## src/rtl/pipe_ctrl_pkg.sv

```systemverilog
// pipe_ctrl_pkg
// Shared definitions for the pipeline hazard/sequencing controller:
//   - pctrl_state_e : controller FSM state encoding (S_RUN, S_MUL)
//   - DEF_MUL_CYCLES: default EX occupancy of an M-extension op
//   - ZERO_REG      : architectural x0, never a real hazard source
//   - load_use_hit(): load-use hazard predicate
package pipe_ctrl_pkg;

    typedef enum logic {
        S_RUN = 1'b0,
        S_MUL = 1'b1
    } pctrl_state_e;

    localparam int DEF_MUL_CYCLES = 4;

    localparam logic [4:0] ZERO_REG = 5'd0;

    // A load in EX whose destination is read by decode forces a one-cycle
    // bubble. Writes to x0 are discarded by the register file, so they never
    // create a dependency.
    function automatic logic load_use_hit(
        input logic       is_load,
        input logic       reg_we,
        input logic [4:0] waddr,
        input logic [4:0] rs1,
        input logic [4:0] rs2
    );
        return is_load && reg_we && (waddr != ZERO_REG) &&
               ((waddr == rs1) || (waddr == rs2));
    endfunction

endpackage

```

## src/rtl/pipe_ctrl_if.sv

```systemverilog
// pipe_ctrl_if
// Bundle between the core datapath (master) and the hazard controller (slave).
//   master drives: decode register addresses, EX instruction info, the
//                  M-op start pulse and the EX branch/jump result.
//   slave drives : stall/flush/redirect controls, M-op busy/done and the
//                  controller state for observation.
// Signalling: there is no valid/ready pair here. ex_muldiv_start_i is a
// single-cycle request that is always accepted when the controller is in
// S_RUN and no jump wins priority; acceptance is visible the same cycle as
// all three stalls going high, and completion as a one-cycle muldiv_done_o.
interface pipe_ctrl_if;
    import pipe_ctrl_pkg::*;

    logic [4:0]   id_rs1_addr_i;
    logic [4:0]   id_rs2_addr_i;
    logic         ex_reg_we_i;
    logic [4:0]   ex_reg_waddr_i;
    logic         ex_is_load_i;
    logic         ex_muldiv_start_i;
    logic         ex_jump_en_i;
    logic [31:0]  ex_jump_addr_i;

    logic         stall_pc_o;
    logic         stall_if_id_o;
    logic         stall_id_ex_o;
    logic         flush_if_id_o;
    logic         flush_id_ex_o;
    logic         jump_en_o;
    logic [31:0]  jump_addr_o;
    logic         muldiv_busy_o;
    logic         muldiv_done_o;
    pctrl_state_e state_dbg;

    modport master (
        output id_rs1_addr_i, id_rs2_addr_i, ex_reg_we_i, ex_reg_waddr_i,
               ex_is_load_i, ex_muldiv_start_i, ex_jump_en_i, ex_jump_addr_i,
        input  stall_pc_o, stall_if_id_o, stall_id_ex_o, flush_if_id_o,
               flush_id_ex_o, jump_en_o, jump_addr_o, muldiv_busy_o,
               muldiv_done_o, state_dbg
    );

    modport slave (
        input  id_rs1_addr_i, id_rs2_addr_i, ex_reg_we_i, ex_reg_waddr_i,
               ex_is_load_i, ex_muldiv_start_i, ex_jump_en_i, ex_jump_addr_i,
        output stall_pc_o, stall_if_id_o, stall_id_ex_o, flush_if_id_o,
               flush_id_ex_o, jump_en_o, jump_addr_o, muldiv_busy_o,
               muldiv_done_o, state_dbg
    );

endinterface

```

## src/rtl/pipe_ctrl_mul_timer.sv

```systemverilog
// pipe_ctrl_mul_timer
// Holds the S_RUN/S_MUL state and the down-counter that keeps an M-op in EX.
// Ports:
//   clk, rst_n : clock, asynchronous active-low reset
//   start      : accepted M-op start (already priority-qualified by the top)
//   busy       : in S_MUL
//   stall      : in S_MUL with cycles still remaining
//   done       : last S_MUL cycle (cnt == 0)
//   state      : current FSM state, for observation
module pipe_ctrl_mul_timer
    import pipe_ctrl_pkg::*;
#(
    parameter int MUL_CYCLES = DEF_MUL_CYCLES,
    parameter int CNT_W      = 4
) (
    input  logic         clk,
    input  logic         rst_n,
    input  logic         start,
    output logic         busy,
    output logic         stall,
    output logic         done,
    output pctrl_state_e state
);

    // The start cycle is spent in S_RUN, so S_MUL lasts MUL_CYCLES-1 cycles:
    // counting from MUL_CYCLES-2 down to 0 inclusive.
    localparam logic [CNT_W-1:0] CNT_LOAD = CNT_W'(MUL_CYCLES - 2);

    logic [CNT_W-1:0] cnt;

    always_ff @(posedge clk or negedge rst_n) begin
        if (!rst_n) begin
            state <= S_RUN;
            cnt   <= '0;
        end else begin
            case (state)
                S_RUN: begin
                    if (start) begin
                        state <= S_MUL;
                        cnt   <= CNT_LOAD;
                    end
                end
                S_MUL: begin
                    if (cnt != '0) begin
                        cnt <= cnt - CNT_W'(1);
                    end else begin
                        state <= S_RUN;
                    end
                end
                default: begin
                    state <= S_RUN;
                    cnt   <= '0;
                end
            endcase
        end
    end

    assign busy  = (state == S_MUL);
    assign stall = busy && (cnt != '0);
    assign done  = busy && (cnt == '0);

endmodule

```

## src/rtl/pipe_ctrl.sv

```systemverilog
// pipe_ctrl
// Hazard and sequencing controller for the 5-stage RV32IM pipeline.
// Detects load-use hazards, applies EX jump redirects with a two-stage flush,
// and holds multi-cycle M-ops in EX via pipe_ctrl_mul_timer.
// Ports:
//   clk   : core clock, rising edge
//   rst_n : asynchronous active-low reset; forces every output to 0
//   bus   : pipe_ctrl_if.slave (decode/EX inputs, stall/flush/redirect outputs)
module pipe_ctrl
    import pipe_ctrl_pkg::*;
#(
    parameter int MUL_CYCLES = DEF_MUL_CYCLES,
    parameter int CNT_W      = 4
) (
    input  logic        clk,
    input  logic        rst_n,
    pipe_ctrl_if.slave  bus
);

    if (MUL_CYCLES < 2 || MUL_CYCLES > 16 || (MUL_CYCLES - 2) >= (2 ** CNT_W)) begin : g_param_check
        $error("pipe_ctrl: MUL_CYCLES must be 2..16 and MUL_CYCLES-2 must fit in CNT_W bits");
    end

    logic         mul_start;
    logic         mul_busy;
    logic         mul_stall;
    logic         mul_done;
    pctrl_state_e state;
    logic         load_use;

    pipe_ctrl_mul_timer #(
        .MUL_CYCLES (MUL_CYCLES),
        .CNT_W      (CNT_W)
    ) u_mul_timer (
        .clk   (clk),
        .rst_n (rst_n),
        .start (mul_start),
        .busy  (mul_busy),
        .stall (mul_stall),
        .done  (mul_done),
        .state (state)
    );

    assign load_use = load_use_hit(bus.ex_is_load_i, bus.ex_reg_we_i, bus.ex_reg_waddr_i,
                                   bus.id_rs1_addr_i, bus.id_rs2_addr_i);

    // Responses are combinational so the pipeline reacts in the same cycle.
    // rst_n gates every output because jump/load-use paths come straight
    // from inputs and must read 0 while reset is held.
    always_comb begin
        bus.stall_pc_o    = 1'b0;
        bus.stall_if_id_o = 1'b0;
        bus.stall_id_ex_o = 1'b0;
        bus.flush_if_id_o = 1'b0;
        bus.flush_id_ex_o = 1'b0;
        bus.jump_en_o     = 1'b0;
        bus.jump_addr_o   = 32'h0;
        bus.muldiv_busy_o = 1'b0;
        bus.muldiv_done_o = 1'b0;
        mul_start         = 1'b0;
        if (rst_n) begin
            if (mul_busy) begin
                // EX owns the M-op; jumps and load-use cannot occur behind it
                // because the younger stages are frozen.
                bus.muldiv_busy_o = 1'b1;
                bus.muldiv_done_o = mul_done;
                bus.stall_pc_o    = mul_stall;
                bus.stall_if_id_o = mul_stall;
                bus.stall_id_ex_o = mul_stall;
            end else if (bus.ex_jump_en_i) begin
                bus.jump_en_o     = 1'b1;
                bus.jump_addr_o   = bus.ex_jump_addr_i;
                bus.flush_if_id_o = 1'b1;
                bus.flush_id_ex_o = 1'b1;
            end else if (bus.ex_muldiv_start_i) begin
                mul_start         = 1'b1;
                bus.stall_pc_o    = 1'b1;
                bus.stall_if_id_o = 1'b1;
                bus.stall_id_ex_o = 1'b1;
            end else if (load_use) begin
                // Hold fetch/decode, insert a bubble behind the load.
                bus.stall_pc_o    = 1'b1;
                bus.stall_if_id_o = 1'b1;
                bus.flush_id_ex_o = 1'b1;
            end
        end
    end

    assign bus.state_dbg = state;

endmodule

```

## src/flat_wrapper.sv

```systemverilog
// flat-port wrapper written by rule: the top's interface ports become plain ports
module pipe_ctrl_flat import pipe_ctrl_pkg::*;
#(
    parameter int MUL_CYCLES = DEF_MUL_CYCLES,
    parameter int CNT_W      = 4
)
  (clk, rst_n, bus_id_rs1_addr_i, bus_id_rs2_addr_i, bus_ex_reg_we_i, bus_ex_reg_waddr_i, bus_ex_is_load_i, bus_ex_muldiv_start_i, bus_ex_jump_en_i, bus_ex_jump_addr_i, bus_stall_pc_o, bus_stall_if_id_o, bus_stall_id_ex_o, bus_flush_if_id_o, bus_flush_id_ex_o, bus_jump_en_o, bus_jump_addr_o, bus_muldiv_busy_o, bus_muldiv_done_o, bus_state_dbg);
  pipe_ctrl_if bus_i ();
  input  logic clk;
  input  logic rst_n;
  input wire logic [$bits(bus_i.id_rs1_addr_i)-1:0] bus_id_rs1_addr_i;
  input wire logic [$bits(bus_i.id_rs2_addr_i)-1:0] bus_id_rs2_addr_i;
  input wire logic [$bits(bus_i.ex_reg_we_i)-1:0] bus_ex_reg_we_i;
  input wire logic [$bits(bus_i.ex_reg_waddr_i)-1:0] bus_ex_reg_waddr_i;
  input wire logic [$bits(bus_i.ex_is_load_i)-1:0] bus_ex_is_load_i;
  input wire logic [$bits(bus_i.ex_muldiv_start_i)-1:0] bus_ex_muldiv_start_i;
  input wire logic [$bits(bus_i.ex_jump_en_i)-1:0] bus_ex_jump_en_i;
  input wire logic [$bits(bus_i.ex_jump_addr_i)-1:0] bus_ex_jump_addr_i;
  output wire logic [$bits(bus_i.stall_pc_o)-1:0] bus_stall_pc_o;
  output wire logic [$bits(bus_i.stall_if_id_o)-1:0] bus_stall_if_id_o;
  output wire logic [$bits(bus_i.stall_id_ex_o)-1:0] bus_stall_id_ex_o;
  output wire logic [$bits(bus_i.flush_if_id_o)-1:0] bus_flush_if_id_o;
  output wire logic [$bits(bus_i.flush_id_ex_o)-1:0] bus_flush_id_ex_o;
  output wire logic [$bits(bus_i.jump_en_o)-1:0] bus_jump_en_o;
  output wire logic [$bits(bus_i.jump_addr_o)-1:0] bus_jump_addr_o;
  output wire logic [$bits(bus_i.muldiv_busy_o)-1:0] bus_muldiv_busy_o;
  output wire logic [$bits(bus_i.muldiv_done_o)-1:0] bus_muldiv_done_o;
  output wire logic [$bits(bus_i.state_dbg)-1:0] bus_state_dbg;
  assign bus_i.id_rs1_addr_i = bus_id_rs1_addr_i;
  assign bus_i.id_rs2_addr_i = bus_id_rs2_addr_i;
  assign bus_i.ex_reg_we_i = bus_ex_reg_we_i;
  assign bus_i.ex_reg_waddr_i = bus_ex_reg_waddr_i;
  assign bus_i.ex_is_load_i = bus_ex_is_load_i;
  assign bus_i.ex_muldiv_start_i = bus_ex_muldiv_start_i;
  assign bus_i.ex_jump_en_i = bus_ex_jump_en_i;
  assign bus_i.ex_jump_addr_i = bus_ex_jump_addr_i;
  assign bus_stall_pc_o = bus_i.stall_pc_o;
  assign bus_stall_if_id_o = bus_i.stall_if_id_o;
  assign bus_stall_id_ex_o = bus_i.stall_id_ex_o;
  assign bus_flush_if_id_o = bus_i.flush_if_id_o;
  assign bus_flush_id_ex_o = bus_i.flush_id_ex_o;
  assign bus_jump_en_o = bus_i.jump_en_o;
  assign bus_jump_addr_o = bus_i.jump_addr_o;
  assign bus_muldiv_busy_o = bus_i.muldiv_busy_o;
  assign bus_muldiv_done_o = bus_i.muldiv_done_o;
  assign bus_state_dbg = bus_i.state_dbg;
  pipe_ctrl #(.MUL_CYCLES(MUL_CYCLES), .CNT_W(CNT_W)) u_core (.clk(clk), .rst_n(rst_n), .bus(bus_i));
endmodule
```

## config.mk

```make
export PLATFORM = sky130hd
export DESIGN_NAME = pipe_ctrl_flat
export DESIGN_NICKNAME = d
export VERILOG_FILES = /design/src/rtl/pipe_ctrl_pkg.sv /design/src/rtl/pipe_ctrl_if.sv /design/src/rtl/pipe_ctrl_mul_timer.sv /design/src/rtl/pipe_ctrl.sv /design/src/flat_wrapper.sv
export SDC_FILE = /design/constraint.sdc
export NUM_CORES = 1
export LEC_CHECK = 0
export CAP_MARGIN = 25
export CORE_MARGIN = 2
export CORE_UTILIZATION = 24
export CTS_CLUSTER_DIAMETER = 30
export DETAILED_ROUTE_END_ITERATION = 10
export HOLD_SLACK_MARGIN = 0.12
export PLACE_DENSITY = 0.78
export SYNTH_ARGS = -nofsm -noshare
export SYNTH_HDL_FRONTEND = slang
export SYNTH_SLANG_ARGS = --single-unit
```

## constraint.sdc

```tcl
create_clock -name clk -period 2.4 [get_ports clk]
set_input_delay 0.6 -clock clk [delete_from_list [all_inputs] [get_ports clk]]
set_output_delay 0.6 -clock clk [all_outputs]
set_load 0.02 [all_outputs]
```

[Yosys cells after proc, flatten, opt, wreduce, memory -nomap -nowiden]
Index checks and enable logic that the tools add are counted.
Storage, ports and cells
  output and inout bits: 41
  memories kept: 0
  memory bits (writable): 0
  input bits: 53
  flip-flop bits (word level): 5
  bits in latches: 0
  memory bits (read-only): 0
Operators by class
  order comparisons: 0
  multipliers: 0
  multiplexer cells: 31
  bitwise operators: 1
  reductions and logical operators: 10
  divide/modulo/power cells: 0
  shift-type cells: 0
  add/sub/neg operators: 1
  equal/unequal tests: 4
Operator list (number)
  two-way mux 32 bit: 3
  two-way mux 1 bit: 24
  equality test 5 bit: 2
  two-way mux 4 bit: 2
  one-hot mux 4 bit (2 select lines): 1
  logical AND 1 bit: 5
  nonzero test 5 bit: 1
  zero test 4 bit: 1
  != test 2 x 1 -> 1 bit, second input constant: 2
  nonzero test 4 bit: 1
  subtractor 4 x 1 -> 4 bit, second input constant: 1
  one-hot mux 1 bit (2 select lines): 1
  AND reduction 2 bit: 1
  logical OR 1 bit: 1
  NOT 1 bit: 1

[Logic depth before layout (Yosys ltp)]
Gate-level depths: netlist of the first run.
  depth in word-level cells: 8
  gate-level depth with buffers: 7
  depth with buffers taken out: 7

[By module]
A second synthesis of the first run with hierarchy kept.
Unflattened totals
  cells, all modules: 93
  area total of the unflattened synthesis: 723.2 µm²
Modules (own cells, without submodules)
  pipe_ctrl: cells each 66, seq. area each 0.0 µm², times used 1, area each 444.2 µm²
  pipe_ctrl_mul_timer: cells each 27, seq. area each 125.1 µm², times used 1, area each 279.0 µm²

[Worst setup path after synthesis of the first run]
Ideal clock, no wire load.
  path type: input to output
  start point: input port bus_ex_reg_waddr_i[2]
  end point: output port bus_stall_pc_o
  arrival: 2209 ps
  cell stages on the path: 5
  setup slack: -409 ps
  data required time: 1800 ps
  path through: xor2_1 -> nor3_1 -> a22oi_1 -> o41ai_1 -> buf_4
Between the ends
  cells in the longest elaborated chain, start to end: 8
  elaborated cells on any way between the ends: 11
  classes of those cells: eq/ne (2); mux (5); reduce/logical (4)
Ends and longest elaborated chain
  start: declaration: line flat_wrapper.sv:14  | input wire logic [$bits(bus_i.ex_reg_waddr_i)-1:0] bus_ex_reg_waddr_i;
  equality test 5 bit / nonzero test 5 bit (equally long branches): line pipe_ctrl_pkg.sv:29, pipe_ctrl_pkg.sv:28
  logical OR 1 bit / logical AND 1 bit (equally long branches): line pipe_ctrl_pkg.sv:29, pipe_ctrl_pkg.sv:28
  logical AND 1 bit *: line pipe_ctrl_pkg.sv:28  | return is_load && reg_we && (waddr != ZERO_REG) &&
  two-way mux 1 bit * (5 in series)
  end: declaration: line flat_wrapper.sv:19  | output wire logic [$bits(bus_i.stall_pc_o)-1:0] bus_stall_pc_o;
Every way passes the cells marked *; elsewhere a longest branch is shown, timed or not.

[Final worst setup path of the first run]
  start point: input port bus_ex_reg_waddr_i[0]
  end point: output port bus_stall_if_id_o
Between the ends
  cells in the longest elaborated chain, start to end: 8
  elaborated cells on any way between the ends: 11
  classes of those cells: eq/ne (2); mux (5); reduce/logical (4)
Ends and longest elaborated chain
  equality test 5 bit / nonzero test 5 bit (equally long branches): line pipe_ctrl_pkg.sv:29, pipe_ctrl_pkg.sv:28
  logical OR 1 bit / logical AND 1 bit (equally long branches): line pipe_ctrl_pkg.sv:29, pipe_ctrl_pkg.sv:28
  logical AND 1 bit *: line pipe_ctrl_pkg.sv:28
  two-way mux 1 bit *: line pipe_ctrl.sv:80  | end else if (load_use) begin
  two-way mux 1 bit *: line pipe_ctrl.sv:75  | end else if (bus.ex_muldiv_start_i) begin
  two-way mux 1 bit *: line pipe_ctrl.sv:70  | end else if (bus.ex_jump_en_i) begin
  two-way mux 1 bit *: line pipe_ctrl.sv:62  | if (mul_busy) begin
  two-way mux 1 bit *: line pipe_ctrl.sv:61  | if (rst_n) begin
  end: declaration: line flat_wrapper.sv:20  | output wire logic [$bits(bus_i.stall_if_id_o)-1:0] bus_stall_if_id_o;
Marks and branches as above.

==> results of run 1 <==
## how the worst max path moves through the flow
stage | slack (ns) | cells past startpoint | startpoint | endpoint
2_1_floorplan | 0.01 | 5 | bus_ex_reg_waddr_i[2] | bus_stall_pc_o
3_3_place_gp | -0.82 | 6 | bus_ex_reg_waddr_i[2] | bus_stall_pc_o
3_5_place_dp | -0.93 | 6 | bus_ex_reg_waddr_i[0] | bus_stall_if_id_o
4_1_cts | 0.0008 | 6 | bus_ex_reg_waddr_i[3] | bus_stall_if_id_o
5_1_grt | -0.01 | 6 | bus_ex_reg_waddr_i[2] | bus_flush_id_ex_o
6_report | 0.06 | 6 | bus_ex_reg_waddr_i[0] | bus_stall_if_id_o
## worst max-delay path, cell delays in order
cell     delay, ns
buf_2         0.13
or4_4         0.55
nor2_4        0.10
buf_6         0.11
o41ai_4       0.09
buf_4         0.17
## cell families after synthesis
group                      Yosys count
and+or+nand+nor                     52
buffers and inverters               14
DFF                                  5
AOI/OAI and AO/OA                   10
adders and majority gates            1
xor gates and xnor gates            10
## synthesized netlist by cell type (2+ instances only)
library cell  count  area [um2]
dfrtp_1           5         125
nand3_1           2        10.0
nand2_1           3        11.3
o41ai_1           3        26.3
inv_1             5        18.8
nor3_1            3        15.0
xor2_1           10        87.6
a21oi_1           4        20.0
buf_4             2        15.0
clkbuf_1          6        22.5
nor2_1            4        15.0
and3_1           32         200
## flip-flops by register name (all words and copies together) (netlist names)
register	cells
u_core.u_mul_timer.busy	1
u_core.u_mul_timer.cnt	4
## layout by cell type (no fill, tap or decap), types with 2 or more instances in the layout
cell	synthesis	routed
dlymetal6s2s_1	0	2
buf_2	0	20
xor2_1	10	9
clkbuf_4	0	3
nand2_1	3	3
clkdlybuf4s15_1	0	6
buf_6	0	3
inv_2	1	2
inv_1	5	4
buf_4	2	19
nor3_2	0	2
a21oi_4	1	2
clkdlybuf4s15_2	0	20
a21oi_1	4	3
nor2_1	4	3
and3_1	32	32
dlygate4sd2_1	0	5
dfrtp_1	5	5
clkdlybuf4s50_1	0	34
## what timing repair did
| item | 4_1_cts | 5_1_grt |
|---|---|---|
| resized for setup | 194 | 16 |
| gates cloned | 1 | 0 |
| endpoints found under the setup margin | 40 | 4 |
| pin swaps | 13 | 8 |
## power by group
| group | switching, mW | leakage (nW) | internal, mW |
|---|---|---|---|
| sequential | 0.0286 | 0.0616 | 0.124 |
| combinational | 0.403 | 0.860 | 0.408 |
| clock | 0.0357 | 0.0150 | 0.0629 |
| total | 0.467 | 0.936 | 0.595 |
## through the flow
stage          instance area (um2)  utilization  total power [mW]  hold WS (ns)
2_1_floorplan                  706            -             0.542         0.304
3_3_place_gp                  1770        0.646             0.932         0.527
3_5_place_dp                  1770        0.646             0.953         0.537
4_1_cts                       1760        0.645              1.04         0.416
5_1_grt                       1800        0.659              1.15         0.396
6_report                      1800        0.659              1.06         0.392
## metal layers
metal,wire length [um],global-route usage
met2,1930,0.399
met4,30,0.0299
met1,1300,0.251
met5,0,0
met3,271,0.0522
## layout make-up
class,count,area [um2]
multi-input cells,73,598
clock buffers,4,26.3
inverters,6,22.5
flip-flops and latches,5,125
fillers,243,932
repair buffers,111,991
well taps,31,38.8
==> impl_metrics.yaml, run 1 <==
outcome:
  outcome: "complete, no violations"
clock_network:
  clock_transition_at_the_register_clock_pins_on_the_worst_setup_and_hold_paths_after_cts_ns: 0.05
  postCtsSetupRepairBufs: 0
  clock_tree.htree_level_count: 1
  numClockSinks: 5
  tritoncts_clock_tree: "done"
  hold_buffers: 0
  cts_buffers: 3
  clock_insertion_delay_worst_skew_ns: 0.25
  cts-root-buf: "clkbuf_4"
  max-clock-path-buffers: 2
grt:
  first_pass_grt_wire_length_mm: 5.40
  grt_overflow_total: 0
  groute.usage.overall: 0.214
  grt_max_degree: 21
  initial_antenna_violation_count: 0
  grt_pass1_vias: 1056
detailed_routing:
  drc: 0
  drt_first_iter_violations: 60
  drt_pass1_iterations: 4
  via_per_inst: 4.73
  routed_wl_mm: 3.53
  routed_wire_length_per_instance_um: 15.4
  dr_total_vias: 1089
  drt.antenna.violating_nets: 0
logic_synthesis:
  synth_compound_gate_area_share: 0.110
  synth-seq-area-share: 0.184
  yosysWarningCount: 0
  ys_async_sr_fraction: 1.00
  synthSimpleGateAreaFrac: 0.470
  synth.mux.area_fraction: 0
  syn-mean-instance-area_um2: 7.38
  synth.ff_latch_count: 5
  synth_fa_ha_area_frac: 0.0184
  postSynthNetCount: 146
  synth_top_family_by_area: "simple AND/OR/NAND/NOR gates"
  synth-xor-area-share: 0.129
  yosys_most_used_dff: "dfrtp_1"
  synth_enable_flop_cells: 0
  yosys.cell_types.count: 25
  mappedNetlistArea_um2: 679
  synth_cells: 92
worst_setup_path:
  reg_to_reg_critical_path_startpoint: "u_core.u_mul_timer.cnt[0]"
  cp_max_fo: 3
  reg2reg_setup_slack_ns: 0.71
  cp_data_required_time_ns: 1.80
  worst_setup_path_end_kind: "primary output"
  critical_path_arrival_ns: 1.74
  worst_reg_to_reg_cells: 8
  critPathLaunchType: "input port"
  path_class: "input port to primary output"
  crit-reg2reg-capture: "u_core.u_mul_timer.cnt[3]"
timing:
  timing.setup.tns_ns: 0
  max_slew.worst_pin.slew_ns: 0.317
  maxSlewViolCount: 0
  setup_viol_count_final: 0
  max_slew_margin: 0.788
  hold_violation_count_in_the_final_report: 0
  timing.fmax_mhz: 427
  grt_setup_unrepaired: "yes"
  skew_ns: 0.00704
  fin_ws_ns: 0.0565
  timing.final.crit_share: 0.976
  period_needed_ns: 2.34
die:
  die_area_um2: 3270
  initial_core_util: 0.249
  dieHeight_um: 57.2
  core_area_um2: 2730
  design.portCount: 94
  die_width_um: 57.2
  num_rows: 19
power:
  static-leakage-power_nw: 0.936
  power_per_cell_area_nw_per_um2: 590
  max-vdd-ir-drop_mv: 0.708
flow_run:
  cap_viol_max_count: 0
cells_and_area:
  layout_net_count: 254
  post_route_cells_drive_above_1_share: 0.427
  finish.cell_count_without_fillers: 230
  layout-area-overhead-vs-synth_pct: 165
  insertedDiodeCount: 0
placed_design:
  cell_count_post_placement: 225
  dpl.hpwl_mm: 2.88
  detailedPlace.worstSlack_ns: -0.929
  port_buffers: 93
  globalplace.congestion: 0.843
min_path:
  worst_hold_path_type: "input port to async pin"
(Power assumes the default switching activity.)
==> run 2: changes to the inputs <==
- ABC_AREA: not set -> 1
- CORE_UTILIZATION: 24 -> 31
- PLACE_DENSITY: 0.78 -> 0.79
==> impl_metrics.yaml, run 2 <==
outcome:
  outcome: "complete, no violations"
clock_network:
  tritoncts_clock_tree: "done"
  clock_insertion_delay_worst_skew_ns: 0.25
  cts_buffers: 3
  clock_transition_at_the_register_clock_pins_on_the_worst_setup_and_hold_paths_after_cts_ns: 0.04
  numClockSinks: 5
  max-clock-path-buffers: 2
  clock_tree.htree_level_count: 1
  cts-root-buf: "clkbuf_4"
  hold_buffers: 0
worst_setup_path:
  worst_setup_path_end_kind: "primary output"
  cpMostUsedCell: "inv_1"
  reg_to_reg_critical_path_startpoint: "u_core.u_mul_timer.cnt[0]"
  cp_data_required_time_ns: 1.80
  worst-path-buf-inv: 5
  library_cell_contributing_the_largest_single_delay_on_the_critical_path: "dlygate4sd2_1"
  crit-reg2reg-capture: "u_core.u_mul_timer.cnt[3]"
  path_class: "input port to primary output"
  largest_delay_contributor_family_on_the_critical_path: "buffers and inverters"
  path_depth: 7
  critical_path_arrival_ns: 1.70
  reg2reg_setup_slack_ns: 1.12
  crit_chain: "dlygate4sd2_1 > buf_4 > nand2_1 > inv_1 > a21oi_2 > inv_1 > clkdlybuf4s15_2"
  worst_reg_to_reg_cells: 7
  cp_max_fo: 7
  critPathLaunchType: "input port"
  max_stage_delay_ns: 0.27
power:
  static-leakage-power_nw: 1.15
  max-vdd-ir-drop_mv: 0.469
  power_per_cell_area_nw_per_um2: 480
die:
  core_area_um2: 3100
  dieHeight_um: 61.7
  design.portCount: 94
  die_area_um2: 3810
  initial_core_util: 0.333
  die_width_um: 61.7
  num_rows: 20
detailed_routing:
  drt.antenna.violating_nets: 0
  drt_first_iter_violations: 25
  routed_wl_mm: 3.33
  via_per_inst: 4.17
  dr_total_vias: 1284
  routed_wire_length_per_instance_um: 10.8
  drc: 0
  drt_pass1_iterations: 4
cells_and_area:
  insertedDiodeCount: 0
  filler_cell_count: 292
  layout_net_count: 319
  layout.cells.most_common: "inv_1"
  post_route_cells_drive_above_1_share: 0.356
  layout-area-overhead-vs-synth_pct: 106
  most-common-layout-cells: "inv_1, clkdlybuf4s50_1, clkdlybuf4s15_2"
  regMostFlops: "u_core.u_mul_timer.cnt"
  flip_flop_count_of_the_largest_register_after_layout: 4
  finish.cell_count_without_fillers: 308
logic_synthesis:
  ys_async_sr_fraction: 1.00
  yosys_most_used_dff: "dfrtp_1"
  post_synth_most_frequent_cells: "inv_1, nand2_1, nor2_4"
  yosys.cell_types.count: 24
  syn-mean-instance-area_um2: 6.33
  synth_compound_gate_area_share: 0.0267
  synthDominantCellAreaShare: 0.207
  synth_enable_flop_cells: 0
  synth.ff_latch_count: 5
  synthMostInstantiatedCell: "inv_1"
  synth_cells: 163
  synth_top_cells_by_area: "nor2_4, inv_1, dfrtp_1"
  synth-xor-area-share: 0.0170
  mappedNetlistArea_um2: 1030
  synth.mux.area_fraction: 0
  yosysWarningCount: 0
  synth_fa_ha_area_frac: 0.0121
  synthSimpleGateAreaFrac: 0.548
  synth_top_family_by_area: "simple AND/OR/NAND/NOR gates"
  postSynthNetCount: 217
  post-synth-top-area-cell: "nor2_4"
  synth-seq-area-share: 0.121
grt:
  first_pass_grt_wire_length_mm: 4.84
  initial_antenna_violation_count: 0
  grt_pass1_vias: 1072
  grt_max_degree: 18
  groute.usage.overall: 0.171
  grt_overflow_total: 0
placed_design:
  port_buffers: 93
  dpl.hpwl_mm: 2.68
  globalplace.congestion: 0.770
  cell_count_post_placement: 301
timing:
  max_slew.worst_pin.slew_ns: 0.249
  hold_violation_count_in_the_final_report: 0
  setup_viol_count_final: 0
  timing.setup.tns_ns: 0
  timing.fmax_mhz: 436
  max_slew_margin: 0.833
  period_needed_ns: 2.30
  timing.final.crit_share: 0.956
  maxSlewViolCount: 0
  grt_setup_unrepaired: "no"
  skew_ns: 0.00255
min_path:
  worst_hold_path_type: "input port to async pin"
flow_run:
  cap_viol_max_count: 0
-- run 2: cell types whose count changed after synthesis, sizes merged, moves of 10 or more --
cell | previous run | this run
and3 | 33 | 0
nor2 | 4 | 49
xor2 | 10 | 0
inv | 6 | 53
nand2 | 3 | 31
-- run 2: logic make-up after synthesis --
kind of cell,Yosys count
AOI/OAI and AO/OA,5
xor gates and xnor gates,2
adders and majority gates,1
buffers and inverters,59
DFF,5
and+or+nand+nor,91
-- run 2: what timing repair did --
action / in CTS / in global routing
gates cloned: 2 / 0
setup endpoints to repair: 40 / 4
buffers inserted: 1 / 0
gates resized for setup: 141 / 14
pin swaps: 1 / 7
-- run 2: power breakdown --
| part | internal, mW | switching [mW] | total [mW] |
|---|---|---|---|
| Clock | 0.0630 | 0.0366 | 0.0996 |
| Sequential | 0.122 | 0.0317 | 0.153 |
| Combinational | 0.344 | 0.422 | 0.766 |
| Total | 0.528 | 0.491 | 1.02 |
-- run 2: per-stage QoR --
stage	hold slack [ns]	util	cell area, um2	setup slack (ns)	total power [mW]
after detailed placement	0.562	0.642	1990	-0.535	0.902
after CTS	0.468	0.671	2080	-0.0218	1.02
after floorplan	0.304	-	1030	0.412	0.612
after global routing	0.491	0.684	2120	0.0133	1.10
after global placement	0.546	0.642	1990	-0.507	0.889
final	0.474	0.684	2120	0.105	1.02
-- run 2: layout make-up --
class | count | area [um2] | share of cell area
repair buffers | 101 | 1040 | 0.488
multi-input cells | 99 | 637 | 0.300
inverters | 53 | 218 | 0.103
flip-flops and latches | 5 | 125 | 0.0590
well taps | 44 | 55.1 | 0.0259
clock buffers | 4 | 26.3 | 0.0124
repair inverters | 2 | 25.0 | 0.0118
-- run 2: how the worst max path moves through the flow --
| stage | from | to |
|---|---|---|
| detailed placement | bus_ex_reg_waddr_i[1] | bus_stall_pc_o |
| finish | rst_n | bus_stall_id_ex_o |
| global route | rst_n | bus_stall_id_ex_o |
| global placement | bus_ex_reg_waddr_i[4] | bus_flush_id_ex_o |
| CTS | bus_id_rs1_addr_i[2] | bus_stall_if_id_o |
| floorplan | bus_ex_jump_en_i | bus_stall_pc_o |
-- run 2: layer usage --
layer | global-route usage | share of wire | vias up
li1 | - | - | 660
met1 | 0.183 | 0.35 | 560
met2 | 0.334 | 0.53 | 62
met3 | 0.0311 | 0.12 | 2
met4 | 0.0547 | 0.0075 | 0
met5 | 0 | 0 | -
